File: config.mk
export PLATFORM = sky130hd
export DESIGN_NAME = approx_mult_err_monitor
export DESIGN_NICKNAME = d
export VERILOG_FILES = /design/src/rtl/approx_mult_err_monitor.sv
export SDC_FILE = /design/constraint.sdc
export NUM_CORES = 1
export LEC_CHECK = 0
export BUFFER_PORTS_ARGS = -buffer_cell sky130_fd_sc_hd__buf_2
export CAP_MARGIN = 10
export CORE_ASPECT_RATIO = 0.6
export CORE_MARGIN = 4
export CORE_UTILIZATION = 35
export DETAILED_ROUTE_END_ITERATION = 16
export GPL_ROUTABILITY_DRIVEN = 0
export PLACE_DENSITY = 0.52
export SLEW_MARGIN = 15
export SYNTH_ARGS = -nofsm -noshare
export SYNTH_HDL_FRONTEND = slang
export SYNTH_SLANG_ARGS = --single-unit
File: constraint.sdc
create_clock -name clk -period 4.7 [get_ports clk]
set_clock_uncertainty 0.2 [all_clocks]
set_input_delay 0.47 -clock clk [delete_from_list [all_inputs] [get_ports clk]]
set_output_delay 0.47 -clock clk [all_outputs]
set_load 0.05 [all_outputs]
File: src/rtl/approx_mult_err_monitor.sv
// Error-statistics monitor for the 8x8 approximate multiplier family.
// Accumulates a saturating sum, the maximum and the count of errors over a batch of samples.
module approx_mult_err_monitor #(
    parameter int N_SAMPLES = 256,
    parameter int ACC_W     = 32
) (
    input  logic             clk,
    input  logic             rst,
    input  logic             start,
    input  logic             in_valid,
    output logic             in_ready,
    input  logic [7:0]       a,
    input  logic [7:0]       b,
    input  logic [15:0]      r_approx,
    output logic             busy,
    output logic             done,
    output logic [ACC_W-1:0] sum_abs_err,
    output logic [15:0]      max_abs_err,
    output logic [15:0]      err_count,
    output logic [15:0]      sample_count
);

    typedef enum logic [1:0] {IDLE, RUN, DRAIN, DONE} state_t;

    localparam logic [15:0] LAST = 16'(N_SAMPLES);

    state_t state, state_next;

    logic              accept;
    logic              v1, v2;
    logic [15:0]       exact1, r1;
    logic [15:0]       abs2;
    logic              neq2;
    logic signed [16:0] diff;
    logic [15:0]       abs_comb;
    logic [ACC_W:0]    sum_wide;
    logic [ACC_W-1:0]  sum_sat;

    always_comb begin
        state_next = state;
        in_ready   = 1'b0;
        busy       = 1'b0;
        done       = 1'b0;
        case (state)
            IDLE: begin
                if (start)
                    state_next = RUN;
            end
            RUN: begin
                busy     = 1'b1;
                in_ready = (sample_count < LAST);
                if (in_valid && in_ready && (sample_count == LAST - 16'd1))
                    state_next = DRAIN;
            end
            DRAIN: begin
                busy = 1'b1;
                if (!v1 && !v2)
                    state_next = DONE;
            end
            DONE: begin
                done       = 1'b1;
                state_next = IDLE;
            end
            default: state_next = IDLE;
        endcase
    end

    always_ff @(posedge clk) begin
        if (rst)
            state <= IDLE;
        else
            state <= state_next;
    end

    assign accept = in_valid && in_ready;

    // The low 16 bits of a negative difference, negated, give its magnitude.
    assign diff     = $signed({1'b0, exact1}) - $signed({1'b0, r1});
    assign abs_comb = diff[16] ? (16'd0 - diff[15:0]) : diff[15:0];

    assign sum_wide = {1'b0, sum_abs_err} + {{(ACC_W - 15){1'b0}}, abs2};
    assign sum_sat  = sum_wide[ACC_W] ? {ACC_W{1'b1}} : sum_wide[ACC_W-1:0];

    always_ff @(posedge clk) begin
        if (rst) begin
            v1           <= 1'b0;
            v2           <= 1'b0;
            exact1       <= '0;
            r1           <= '0;
            abs2         <= '0;
            neq2         <= 1'b0;
            sum_abs_err  <= '0;
            max_abs_err  <= '0;
            err_count    <= '0;
            sample_count <= '0;
        end else begin
            v1 <= accept;
            if (accept) begin
                exact1       <= {8'd0, a} * {8'd0, b};
                r1           <= r_approx;
                sample_count <= sample_count + 16'd1;
            end

            v2 <= v1;
            if (v1) begin
                abs2 <= abs_comb;
                neq2 <= (exact1 != r1);
            end

            if (v2) begin
                sum_abs_err <= sum_sat;
                if (abs2 > max_abs_err)
                    max_abs_err <= abs2;
                err_count <= err_count + {15'd0, neq2};
            end

            // The pipeline is empty in IDLE, so clearing here never races an update.
            if (state == IDLE && start) begin
                sum_abs_err  <= '0;
                max_abs_err  <= '0;
                err_count    <= '0;
                sample_count <= '0;
            end
        end
    end

endmodule

* Word-level counts from Yosys, hierarchy flattened
Cells that the tools add are included.
W data, S select, Z words.
** Operators by class
- Reduce and logical (&&, ||, !) cells :: 12
- $add $sub $neg :: 5
- Multiplexer cells :: 9
- Equality and inequality tests :: 8
- Multiply operators :: 1
- Order comparisons :: 2
** Operators with widths (number)
- $add A32 B16 Y33 :: 1
- $mux W32 :: 1
- $sub A16 B16 Y17 :: 1
- $add A16 B1 Y16 :: 1
- $add A16 B1 Y16 const B :: 1
- $eq A16 B8 Y1 const B :: 1
- $gt A16 B16 Y1 :: 1
- $lt A16 B9 Y1 const B :: 1
- $mul A8 B8 Y16 :: 1
- $mux W16 :: 1
- $ne A16 B16 Y1 :: 1
- $sub A1 B16 Y16 const A :: 1
- $pmux W2 S4 :: 1
- $mux W2 :: 3
- $ne A2 B2 Y1 const B :: 3
- $logic_and A1 B1 Y1 :: 5
- $eq A2 B2 Y1 const B :: 2
- $reduce_or A2 Y1 :: 2
- $mux W1 :: 3
- $reduce_and A3 Y1 :: 1
- $eq A2 B1 Y1 const B :: 1
- $logic_not A1 Y1 :: 2
- $logic_not A2 Y1 :: 1
- $reduce_and A2 Y1 :: 1
** Storage, ports and cells
- Output and inout bits :: 83
- Input bits :: 36
- Word-level logic and storage cells :: 48
- Register bits :: 133

* Longest topological paths before layout
Gate-level depths: netlist of run 1.
- Depth in word-level cells :: 5
- Mapped depth :: 17
- Depth with buffers taken out :: 17

* Worst setup path after synthesis of run 1
OpenSTA, ideal clock, no wires.
- Path kind :: input to register
- From :: input a[1]
- To :: register exact1[14]
- Path buffers :: 0
- Library setup time :: 122 ps
- Stages :: 14
- Arrival time :: 4207 ps
- Setup slack :: 171 ps
- Required time :: 4378 ps
- Cells stage by stage :: and2_1 > fa_1 > fa_1 > fa_1 > inv_1 > fa_1 > inv_1 > ha_1 > a21o_1 > a31o_2 > a21oi_1 > a211oi_1 > and4_1 > a311o_1
** On the way
- Longest elaborated chain between the ends :: 1
** Ends and longest elaborated chain
- from (decl) :: line 12 : input logic [7:0] a,
- $mul A8 B8 Y16 :: line 99 : exact1 <= {8'd0, a} * {8'd0, b};
- to (signal assigned) :: line 99
- to (decl) :: line 31 : logic [15:0] exact1, r1;
Every way passes these cells.
A chain may end at the register's enable or synchronous reset.

* Worst setup path after layout of run 1
- From :: input b[4]
- To :: register exact1[15]
** On the way
- Longest elaborated chain between the ends :: 1
** Ends and longest elaborated chain
- from (decl) :: line 13 : input logic [7:0] b,
- $mul A8 B8 Y16 :: line 99
Every way passes these cells.

==> tab_implementation.tex, run 1 <==
\begin{tabular}{lr}
\hline
Metric & Value \\
\hline
\multicolumn{2}{l}{\textbf{CTS}} \\
\quad Worst-skew pair later-pin latency & 430 ps \\
\quad Post-CTS sizing & 0 \\
\quad TritonCTS clock tree & yes \\
\quad TritonCTS Sinks & 133 \\
\quad Number of hold-repair buffers added at the cts stage & 0 \\
\quad Number of setup buffers added after CTS & 0 \\
\quad H-tree Lvls & 4 \\
\quad Total clock buffers created by CTS & 17 \\
\quad Clock-pin slew of the registers on the worst-case setup and hold paths & 60 ps \\
\quad Clock tree buffer depth & 2 \\
\quad CTS Root Buffer Type & clkbuf\_16 \\
\multicolumn{2}{l}{\textbf{Drt}} \\
\quad Final Routed Wirelength & 28100 um \\
\quad Remaining number of nets flagged by the antenna check after routing & 0 \\
\quad Detailed-route wire length per cell & 16.7 um \\
\quad Iteration count of the initial detailed-routing pass & 5 \\
\quad Vias after detailed routing & 8745 \\
\quad Drt drc & 0 \\
\quad Initial DRC Count & 655 \\
\quad DR vias/cell & 5.19 \\
\multicolumn{2}{l}{\textbf{Cells and area}} \\
\quad Proportion of layout cells with a drive suffix above 1 & 14.9\% \\
\quad Synthesis-to-layout area growth & 18.5\% \\
\quad Register area & 2660 um\^{}2 \\
\quad Area occupied by multi-input gates & 6430 um\^{}2 \\
\quad Count of inserted antenna diode cells & 0 \\
\quad Number of filler instances in the final layout & 2755 \\
\quad Count of non-filler cells in the finished layout & 1684 \\
\quad Layout net count & 1479 \\
\multicolumn{2}{l}{\textbf{Power and ir drop}} \\
\quad Part of the power in the clock network & 23.7\% \\
\quad Psw & 2.66 mW \\
\quad Cell-internal power & 3.52 mW \\
\quad Power share of the sequential group & 21.8\% \\
\quad Standby leakage power & 5.18 nW \\
\quad P per Cell Area & 538 nW/um\^{}2 \\
\quad Total power & 6.17 mW \\
\quad Share of power burned in combinational logic & 54.5\% \\
\quad Peak supply drop & 0.000312 V \\
\quad Sw Ratio & 43.0\% \\
\multicolumn{2}{l}{\textbf{GRT}} \\
\quad Maximum number of pins on one net before global-route repair & 47 \\
\quad Sum of overflow across all layers after global routing & 0 \\
\quad Overall global routing resource usage & 18.6\% \\
\quad Antenna violations before repair & 0 \\
\quad Vias in the first global route & 8063 \\
\quad Wire length of the first global-routing pass & 45000 um \\
\multicolumn{2}{l}{\textbf{Worst setup path}} \\
\quad Crit end category & flip-flop \\
\quad Largest delay contributor family on the critical path & adder cells \\
\quad Highest net fanout along the worst path & 5 \\
\quad Startpoint Class & input port \\
\quad Cells along the critical path & buf\_2 > buf\_4 > nand2\_1 > fa\_1 > fa\_1 > inv\_1 > fa\_1 > inv\_1 > fa\_1 > inv\_1 > ha\_1 > a21boi\_0 > o211ai\_1 > a21oi\_1 > o31ai\_1 > xnor2\_1 > a21oi\_1 \\
\quad Required time of the worst setup path & 4810 ps \\
\quad Worst path arrival time & 4510 ps \\
\quad Worst Path Class, Setup & in2reg \\
\quad Buffer and inverter count on the worst path & 5 \\
\quad Longest individual stage delay on the worst path & 530 ps \\
\quad Max stage delay cell, worst path & fa\_1 \\
\quad Most frequent cell on the critical path & fa\_1 \\
\multicolumn{2}{l}{\textbf{Flow run}} \\
\quad Number of max-cap violations & 0 \\
\multicolumn{2}{l}{\textbf{Timing}} \\
\quad Total negative slack for setup checks & 0 ps \\
\quad Part of the cycle the worst path needs & 93.6\% \\
\quad Hold WS & 75.3 ps \\
\quad Min cycle time layout & 4400 ps \\
\quad Number of endpoints failing setup at the final stage & 0 \\
\quad Worst-Margin Slew & 1040 ps \\
\quad Total count of max-transition violations in the final report & 0 \\
\quad Worst slew margin & 30.3\% \\
\quad Total count of hold-check failures in the final report & 0 \\
\quad RSZ-0062 raised after global routing & false \\
\quad Maximum operating frequency & 0.227 GHz \\
\multicolumn{2}{l}{\textbf{Run status}} \\
\quad Outcome & complete, no violations \\
\multicolumn{2}{l}{\textbf{Logic synthesis}} \\
\quad Number of synthesized flops with an enable pin & 0 \\
\quad Synthesized instance count & 1182 \\
\quad Asr flop ratio synth & 0\% \\
\quad Synth Register Bits & 133 \\
\quad Top post-synthesis cells by area & dfxtp\_1, ha\_1, fa\_1 \\
\quad Sequential-to-total area share from yosys stat & 27.5\% \\
\quad Top cell type's share of synthesized area & 27.5\% \\
\quad Yosys warning total & 0 \\
\quad Syn Nets & 1349 \\
\quad Cell variety after synth & 60 \\
\quad Synth area leader & dfxtp\_1 \\
\quad Post-synthesis average cell area & 8.19 um\^{}2 \\
\quad Post-Synthesis Cell Area & 9680 um\^{}2 \\
\quad Post-synth top flop & dfxtp\_1 \\
\multicolumn{2}{l}{\textbf{Worst hold path}} \\
\quad Hold WC Path Type & in2reg \\
\multicolumn{2}{l}{\textbf{Floorplan}} \\
\quad Boundary pin count & 119 \\
\quad Row count & 46 \\
\quad Core Region & 26800 um\^{}2 \\
\quad Total die area & 30500 um\^{}2 \\
\quad Starting density of the core & 36.1\% \\
\quad Vertical extent of the die & 137 um \\
\quad Floorplan die width & 223 um \\
\multicolumn{2}{l}{\textbf{Placement}} \\
\quad Placed wire-length estimate & 21800 um \\
\quad Post-Place Cells & 1653 \\
\quad Count of buffers inserted at the top-level ports & 118 \\
\hline
\end{tabular}
-- kinds of logic (layout without fill, tap and decap cells) --
| logic type | count (synthesis) | after routing | synth area share, % |
|---|---|---|---|
| flip-flops | 133 | 133 | 27.5 |
| AND/OR/NAND/NOR | 388 | 388 | 19.8 |
| buffers and inverters | 158 | 300 | 6.16 |
| AO/OA/AOI/OAI | 306 | 306 | 20.5 |
| multiplexers | 7 | 7 | 0.724 |
| adder cells (fa/ha/maj) | 131 | 131 | 19.9 |
| XOR/XNOR | 59 | 59 | 5.41 |
-- flip-flops by register name, indices dropped and copies added (netlist names) --
name / count
err_count: 16
v2: 1
v1: 1
exact1: 16
neq2: 1
max_abs_err: 16
sum_abs_err: 32
sample_count: 16
state: 2
abs2: 16
r1: 16
-- cells in the mapped netlist (8+ instances only) --
library cell,n
o21a_1,15
clkbuf_1,42
and3_1,15
nand4_1,17
and2_1,66
fa_1,38
dfxtp_1,133
nand3_1,35
o21ai_0,63
and4_1,8
a31oi_1,23
nor2_1,78
a211oi_1,19
inv_1,115
a21oi_1,97
nor3_1,23
xnor2_1,29
ha_1,93
nand2_1,111
xor2_1,29
a21o_1,28
-- power groups by stage --
stage | Clock [mW] | Combinational (mW) | Sequential, mW
finish | 1.47 | 3.36 | 1.35
global route | 1.54 | 3.78 | 1.36
CTS | 1.49 | 3.35 | 1.35
detailed placement | 0 | 3.32 | 1.37
global placement | 0 | 3.33 | 1.37
floorplan | 0 | 2.51 | 1.34
-- worst register-to-register path, delay by kind of cell (launching register included) --
| kind | cells | cell delay [ps] |
|---|---|---|
| adder cells (fa/ha/maj) | 2 | 590 |
| buffers and inverters | 1 | 60 |
| flip-flops | 1 | 360 |
| AND/OR/NAND/NOR | 2 | 450 |
| AO/OA/AOI/OAI | 6 | 1830 |
-- cells in the final DEF (no fill, tap or decap), drive strengths merged, types with 38 or more instances in the layout --
cell / netlist / layout
a21oi: 97 / 97
and2: 66 / 66
buf: 1 / 154
dfxtp: 133 / 133
fa: 38 / 38
ha: 93 / 93
inv: 115 / 116
nand2: 111 / 111
nor2: 78 / 78
o21ai: 65 / 65
-- worst paths after layout --
check                                    start         endpoint  slack (ps)  cells past startpoint
worst max register to register  sum_abs_err[0]  sum_abs_err[29]        1110                     11
worst min register to register       exact1[8]        exact1[8]         250                      2
worst min-delay path               r_approx[8]            r1[8]          80                      3
worst max-delay path                      b[4]       exact1[15]         300                     17
-- routing by layer --
layer / routed length, um / share of wire, % / track usage (%) / vias to the layer above
met4: 282 / 1.0 / 4.55 / 0
li1: - / - / - / 4391
met1: 15900 / 56 / 31.1 / 4115
met3: 1700 / 6.1 / 3.37 / 19
met5: 0 / 0 / 0 / -
met2: 10300 / 37 / 23.5 / 220
-- per-stage QoR --
stage / cell area [um^2] / setup slack [ps] / utilization [%]
after floorplan: 9680 / 171 / -
after global placement: 10800 / -53.5 / 40.4
after detailed placement: 10800 / -131 / 40.4
after CTS: 11500 / 328 / 42.8
after global routing: 11500 / 124 / 42.8
final: 11500 / 300 / 42.8
-- layout make-up --
| type | instances | area share [%] |
|---|---|---|
| multi-input combinational | 891 | 56.1 |
| sequential | 133 | 23.2 |
| timing repair buffer | 154 | 7.50 |
| clock buffer | 24 | 4.29 |
| tap | 360 | 3.93 |
| inverter | 115 | 3.76 |
| clock inverter | 7 | 1.24 |
Note: power is estimated with default switching activity, not from simulation.
==> run 2, diff against run 1 <==
--- a/config.mk
+++ b/config.mk
@@ -13,6 +13,7 @@
 export DETAILED_ROUTE_END_ITERATION = 16
 export GPL_ROUTABILITY_DRIVEN = 0
 export PLACE_DENSITY = 0.52
+export SETUP_SLACK_MARGIN = 0.5
 export SLEW_MARGIN = 15
 export SYNTH_ARGS = -nofsm -noshare
 export SYNTH_HDL_FRONTEND = slang
==> run 2 against run 1 <==
Non-clock buffer count down 25. Total power fell by 1.3%. Highest routed layer unchanged. Sequential share of layout area increased by 0.13 points. Critical path type unchanged. Utilization shrank 0.23 points. Sequential power is essentially flat. Critical endpoint is now exact1[14]. Design area shrank 0.55%. Worst setup slack better by 340 ps.
==> tab_implementation.tex, run 2 (synthesis results as in run 1) <==
\begin{tabular}{lr}
\hline
Metric & Value \\
\hline
\multicolumn{2}{l}{\textbf{Run status}} \\
\quad Outcome & complete, no violations \\
\multicolumn{2}{l}{\textbf{Cells and area}} \\
\quad Count of non-filler cells in the finished layout & 1660 \\
\quad Layout net count & 1454 \\
\quad Number of filler instances in the final layout & 2774 \\
\quad Flip-flop count of the largest register, all copies and words added & 32 \\
\quad Area occupied by multi-input gates & 6570 um\^{}2 \\
\quad Most frequent cells in the layout & dfxtp\_1, inv\_1, nand2\_1 \\
\quad Count of inserted antenna diode cells & 0 \\
\quad Proportion of layout cells with a drive suffix above 1 & 15.0\% \\
\quad Register area & 2660 um\^{}2 \\
\quad Final std cell area, no fill & 11400 um\^{}2 \\
\quad Most flop-heavy register & sum\_abs\_err \\
\quad Synthesis-to-layout area growth & 17.8\% \\
\quad Commonest non-fill, non-tap cell in the layout & dfxtp\_1 \\
\multicolumn{2}{l}{\textbf{GRT}} \\
\quad Overall global routing resource usage & 18.1\% \\
\quad Wire length of the first global-routing pass & 44200 um \\
\quad Vias in the first global route & 8142 \\
\quad Antenna violations before repair & 0 \\
\quad Sum of overflow across all layers after global routing & 0 \\
\quad Maximum number of pins on one net before global-route repair & 55 \\
\multicolumn{2}{l}{\textbf{Timing}} \\
\quad RSZ-0062 raised after global routing & false \\
\quad Total negative slack for setup checks & 0 ps \\
\quad Part of the cycle the worst path needs & 86.5\% \\
\quad Post-route setup slack & 635 ps \\
\quad Total count of hold-check failures in the final report & 0 \\
\quad Maximum operating frequency & 0.246 GHz \\
\quad Min cycle time layout & 4060 ps \\
\quad Total count of max-transition violations in the final report & 0 \\
\quad Worst slew margin & 37.2\% \\
\quad Worst-Margin Slew & 938 ps \\
\quad Number of endpoints failing setup at the final stage & 0 \\
\multicolumn{2}{l}{\textbf{Drt}} \\
\quad Drt drc & 0 \\
\quad Initial DRC Count & 736 \\
\quad Detailed-route wire length per cell & 16.5 um \\
\quad Vias after detailed routing & 8639 \\
\quad Final Routed Wirelength & 27400 um \\
\quad DR vias/cell & 5.20 \\
\quad Remaining number of nets flagged by the antenna check after routing & 0 \\
\quad Iteration count of the initial detailed-routing pass & 5 \\
\multicolumn{2}{l}{\textbf{Floorplan}} \\
\quad Boundary pin count & 119 \\
\quad Core Region & 26800 um\^{}2 \\
\quad Total die area & 30500 um\^{}2 \\
\quad Row count & 46 \\
\quad Floorplan die width & 223 um \\
\quad Starting density of the core & 36.1\% \\
\quad Vertical extent of the die & 137 um \\
\multicolumn{2}{l}{\textbf{Placement}} \\
\quad Area after DPL & 10700 um\^{}2 \\
\quad Placed wire-length estimate & 21400 um \\
\quad Dpl ws & 25.6 ps \\
\quad Post-Place Cells & 1628 \\
\quad Count of buffers inserted at the top-level ports & 118 \\
\multicolumn{2}{l}{\textbf{CTS}} \\
\quad H-tree Lvls & 4 \\
\quad Total clock buffers created by CTS & 17 \\
\quad Clock tree buffer depth & 2 \\
\quad TritonCTS Sinks & 133 \\
\quad TritonCTS clock tree & yes \\
\quad Worst-skew pair later-pin latency & 430 ps \\
\quad Clock-pin slew of the registers on the worst-case setup and hold paths & 60 ps \\
\quad CTS Root Buffer Type & clkbuf\_16 \\
\multicolumn{2}{l}{\textbf{Worst setup path}} \\
\quad Startpoint Class & input port \\
\quad Worst Path Class, Setup & in2reg \\
\quad Required time of the worst setup path & 4820 ps \\
\quad Crit end category & flip-flop \\
\quad Worst path arrival time & 4180 ps \\
\quad Highest net fanout along the worst path & 8 \\
\multicolumn{2}{l}{\textbf{Worst hold path}} \\
\quad Hold WC Path Type & in2reg \\
\multicolumn{2}{l}{\textbf{Flow run}} \\
\quad Number of max-cap violations & 0 \\
\multicolumn{2}{l}{\textbf{Power and ir drop}} \\
\quad Peak supply drop & 0.000293 V \\
\quad P per Cell Area & 534 nW/um\^{}2 \\
\quad Standby leakage power & 5.04 nW \\
\hline
\end{tabular}
==> run 2: changes by cell type in the layout (fill, tap and decap cells not counted), sizes merged <==
cell,delta
clkinv,+2
buf,-25
clkinvlp,+2
bufinv,-2
inv,-1
==> run 2: final timing paths <==
check	cells after the start	endpoint	from	slack [ps]
worst min-delay path	3	r1[15]	r_approx[15]	80
worst max register to register	11	sum_abs_err[29]	abs2[0]	1020
worst min register to register	2	r1[14]	r1[14]	250
worst max-delay path	15	exact1[14]	b[4]	640
==> run 2: per-stage QoR <==
stage	hold WS [ps]	power [mW]	utilization, %
after floorplan	232	3.89	-
after global placement	245	4.65	39.8
after detailed placement	247	4.66	39.8
after CTS	53.1	6.04	42.1
after global routing	68.0	6.61	42.5
final	78.2	6.10	42.5
==> run 2: routing by layer <==
layer / up-vias / GRT usage [%] / part of all wire (%)
met5: - / 0 / 0
li1: 4353 / - / -
met2: 205 / 23.5 / 37
met1: 4060 / 29.5 / 56
met4: 0 / 4.14 / 0.94
met3: 21 / 4.05 / 6.0
==> run 2: layout make-up <==
| class | instances | share of cell area, % |
|---|---|---|
| multi-input combinational | 891 | 57.6 |
| sequential | 133 | 23.3 |
| timing repair buffer | 129 | 6.29 |
| clock buffer | 24 | 4.22 |
| tap | 360 | 3.95 |
| inverter | 115 | 3.78 |
| clock inverter | 8 | 0.866 |
==> run 2: repair_timing <==
item	CTS	global route
setup endpoints to repair	1	7
hold buffers	0	0
gates resized for setup	8	34
setup buffers	0	0
pin swaps	6	9
==> run 2: report_power, final <==
| part | total (mW) | switching (mW) | leakage (nW) | internal (mW) |
|---|---|---|---|---|
| Clock | 1.34 | 0.515 | 0.280 | 0.821 |
| Sequential | 1.35 | 0.126 | 1.07 | 1.23 |
| Combinational | 3.41 | 2.03 | 3.69 | 1.38 |
| Total | 6.10 | 2.67 | 5.04 | 3.43 |
==> run 2: worst max-delay path, cell delays in order <==
cell and delay [ps]:
buf_4 140, and2_1 170, fa_1 550, fa_1 430
fa_1 490, inv_1 50, fa_1 480, inv_2 40
ha_4 230, a21o_1 190, a31o_4 230, a21oi_2 150
a211oi_2 80, and4_1 160, a311o_1 310
==> run 3, diff against run 2 <==
--- a/config.mk
+++ b/config.mk
@@ -7,12 +7,14 @@
 export LEC_CHECK = 0
 export BUFFER_PORTS_ARGS = -buffer_cell sky130_fd_sc_hd__buf_2
 export CAP_MARGIN = 10
+export CELL_PAD_IN_SITES_DETAIL_PLACEMENT = 1
+export CELL_PAD_IN_SITES_GLOBAL_PLACEMENT = 1
 export CORE_ASPECT_RATIO = 0.6
 export CORE_MARGIN = 4
 export CORE_UTILIZATION = 35
 export DETAILED_ROUTE_END_ITERATION = 16
 export GPL_ROUTABILITY_DRIVEN = 0
-export PLACE_DENSITY = 0.52
+export PLACE_DENSITY = 0.66
 export SETUP_SLACK_MARGIN = 0.5
 export SLEW_MARGIN = 15
 export SYNTH_ARGS = -nofsm -noshare
==> run 3 against run 2 <==
Non-clock buffer count rose by 7. Final cell count grew 0.48%. Maximum frequency decreased by 0.95%. Utilization grew 0.32 points. Global-route usage is 2.2 points higher. Worst setup slack lost 39 ps. Largest power group unchanged. Sequential share of layout area shrank 0.18 points. Clock power grew 7%. Die area stayed put.
==> tab_implementation.tex, run 3 (synthesis results as in run 1) <==
\begin{tabular}{lr}
\hline
Metric & Value \\
\hline
\multicolumn{2}{l}{\textbf{Floorplan}} \\
\quad Row count & 46 \\
\quad Vertical extent of the die & 137 um \\
\quad Starting density of the core & 36.1\% \\
\quad Core Region & 26800 um\^{}2 \\
\quad Floorplan die width & 223 um \\
\quad Boundary pin count & 119 \\
\quad Total die area & 30500 um\^{}2 \\
\multicolumn{2}{l}{\textbf{Timing}} \\
\quad Maximum operating frequency & 0.244 GHz \\
\quad Worst slew margin & 31.7\% \\
\quad Worst-Margin Slew & 1020 ps \\
\quad RSZ-0062 raised after global routing & true \\
\quad Total negative slack for setup checks & 0 ps \\
\quad Part of the cycle the worst path needs & 87.3\% \\
\quad Number of endpoints failing setup at the final stage & 0 \\
\quad Total count of max-transition violations in the final report & 0 \\
\quad Min cycle time layout & 4100 ps \\
\quad Total count of hold-check failures in the final report & 0 \\
\multicolumn{2}{l}{\textbf{Worst setup path}} \\
\quad Worst path arrival time & 4220 ps \\
\quad Required time of the worst setup path & 4820 ps \\
\quad Slack of the worst reg-to-reg path & 840 ps \\
\quad Max stage delay cell, worst path & fa\_1 \\
\quad Longest individual stage delay on the worst path & 550 ps \\
\quad Highest net fanout along the worst path & 8 \\
\quad Worst Path Class, Setup & in2reg \\
\quad Buffer and inverter count on the worst path & 3 \\
\quad Crit end category & flip-flop \\
\quad Largest delay contributor family on the critical path & adder cells \\
\quad Most frequent cell on the critical path & fa\_1 \\
\quad Startpoint Class & input port \\
\quad Cells along the critical path & clkbuf\_4 > and2\_1 > fa\_1 > fa\_1 > fa\_1 > inv\_1 > fa\_1 > inv\_2 > ha\_4 > a21o\_1 > a31o\_4 > a21oi\_2 > a211oi\_2 > and4\_1 > a311o\_1 \\
\multicolumn{2}{l}{\textbf{CTS}} \\
\quad Clock-pin slew of the registers on the worst-case setup and hold paths & 60 ps \\
\quad TritonCTS clock tree & yes \\
\quad CTS Root Buffer Type & clkbuf\_16 \\
\quad Clock tree buffer depth & 2 \\
\quad H-tree Lvls & 4 \\
\quad Worst-skew pair later-pin latency & 440 ps \\
\quad Number of hold-repair buffers added at the cts stage & 0 \\
\quad Total clock buffers created by CTS & 17 \\
\quad TritonCTS Sinks & 133 \\
\multicolumn{2}{l}{\textbf{GRT}} \\
\quad Wire length of the first global-routing pass & 49600 um \\
\quad Sum of overflow across all layers after global routing & 0 \\
\quad Overall global routing resource usage & 20.3\% \\
\quad Vias in the first global route & 8950 \\
\quad Maximum number of pins on one net before global-route repair & 55 \\
\quad Antenna violations before repair & 1 \\
\multicolumn{2}{l}{\textbf{Drt}} \\
\quad Vias after detailed routing & 8928 \\
\quad DR vias/cell & 5.35 \\
\quad Detailed-route wire length per cell & 18.3 um \\
\quad Iteration count of the initial detailed-routing pass & 5 \\
\quad Drt drc & 0 \\
\quad Initial DRC Count & 503 \\
\quad Remaining number of nets flagged by the antenna check after routing & 0 \\
\quad Final Routed Wirelength & 30500 um \\
\multicolumn{2}{l}{\textbf{Power and ir drop}} \\
\quad Peak supply drop & 0.000298 V \\
\quad Standby leakage power & 5.08 nW \\
\quad P per Cell Area & 547 nW/um\^{}2 \\
\multicolumn{2}{l}{\textbf{Cells and area}} \\
\quad Commonest non-fill, non-tap cell in the layout & dfxtp\_1 \\
\quad Flip-flop count of the largest register, all copies and words added & 32 \\
\quad Most flop-heavy register & sum\_abs\_err \\
\quad Final std cell area, no fill & 11500 um\^{}2 \\
\quad Layout net count & 1461 \\
\quad Synthesis-to-layout area growth & 18.7\% \\
\quad Proportion of layout cells with a drive suffix above 1 & 15.8\% \\
\quad Count of non-filler cells in the finished layout & 1668 \\
\quad Most frequent cells in the layout & dfxtp\_1, inv\_1, buf\_2 \\
\quad Number of filler instances in the final layout & 3243 \\
\multicolumn{2}{l}{\textbf{Placement}} \\
\quad Area after DPL & 10700 um\^{}2 \\
\quad Post-Place Cells & 1630 \\
\quad Count of buffers inserted at the top-level ports & 118 \\
\quad Placed wire-length estimate & 23900 um \\
\multicolumn{2}{l}{\textbf{Flow run}} \\
\quad Number of max-cap violations & 0 \\
\multicolumn{2}{l}{\textbf{Run status}} \\
\quad Outcome & complete, no violations \\
\multicolumn{2}{l}{\textbf{Worst hold path}} \\
\quad Hold WC Path Type & in2reg \\
\hline
\end{tabular}
-- run 3: changes by cell type in the layout (fill, tap and decap cells not counted), moves of 2 or more --
cell,previous run,this run
clkbuf_4,0,4
buf_4,19,23
buf_6,4,1
clkbuf_1,4,0
clkinvlp_4,2,4
buf_2,106,108
clkinv_2,3,1
inv_6,0,3
-- run 3: cell type report --
cell class / count / area, um^2 / area share, %
repair buffers: 136 / 754 / 6.56
well taps: 360 / 450 / 3.92
multi-input cells: 891 / 6570 / 57.2
inverters: 115 / 432 / 3.75
clock buffers: 19 / 453 / 3.94
diodes: 1 / 2.50 / 0.0218
flip-flops and latches: 133 / 2660 / 23.2
clock inverters: 13 / 171 / 1.49
-- run 3: per-layer routing --
metal / vias up / global-route usage, % / share of wire (%)
li1: 4370 / - / -
met1: 4381 / 31.4 / 55
met2: 149 / 28.5 / 40
met3: 28 / 3.92 / 3.7
met4: 0 / 5.44 / 1.5
met5: - / 0 / 0
-- run 3: final timing paths --
kind	from	to	depth (start not counted)
worst min-delay path	r_approx[7]	r1[7]	3
worst min register to register	r1[7]	r1[7]	2
worst max register to register	abs2[0]	sum_abs_err[23]	11
worst max-delay path	b[4]	exact1[14]	15
-- run 3: through the flow --
step / power (mW) / hold slack (ps) / setup slack (ps) / util [%]
3_3_place_gp: 4.67 / 245 / 66.8 / 39.9
3_5_place_dp: 4.73 / 250 / -8.51 / 39.9
2_1_floorplan: 3.89 / 232 / 470 / -
6_report: 6.29 / 64.7 / 596 / 42.9
5_1_grt: 6.78 / 62.4 / 472 / 42.9
4_1_cts: 6.22 / 41.0 / 521 / 42.5
-- run 3: worst reg2reg max path, cell delays in order, from the launching register on --
cell	delay [ps]
dfxtp_1	510
ha_1	240
inv_1	60
fa_1	430
nor2b_1	160
o21a_1	170
o21ai_0	120
a211o_1	300
a21oi_1	630
o211ai_1	430
and2_1	280
a311oi_1	250
-- run 3: report_power, final --
part	internal [mW]	switching [mW]
Sequential	1.23	0.133
Combinational	1.38	2.11
Clock	0.870	0.566
Total	3.48	2.81
-- run 3: what timing repair did --
action,4_1_cts,5_1_grt
setup buffers,5,0
pin swaps,5,7
gates resized for setup,8,27
endpoints found under the setup margin,3,8
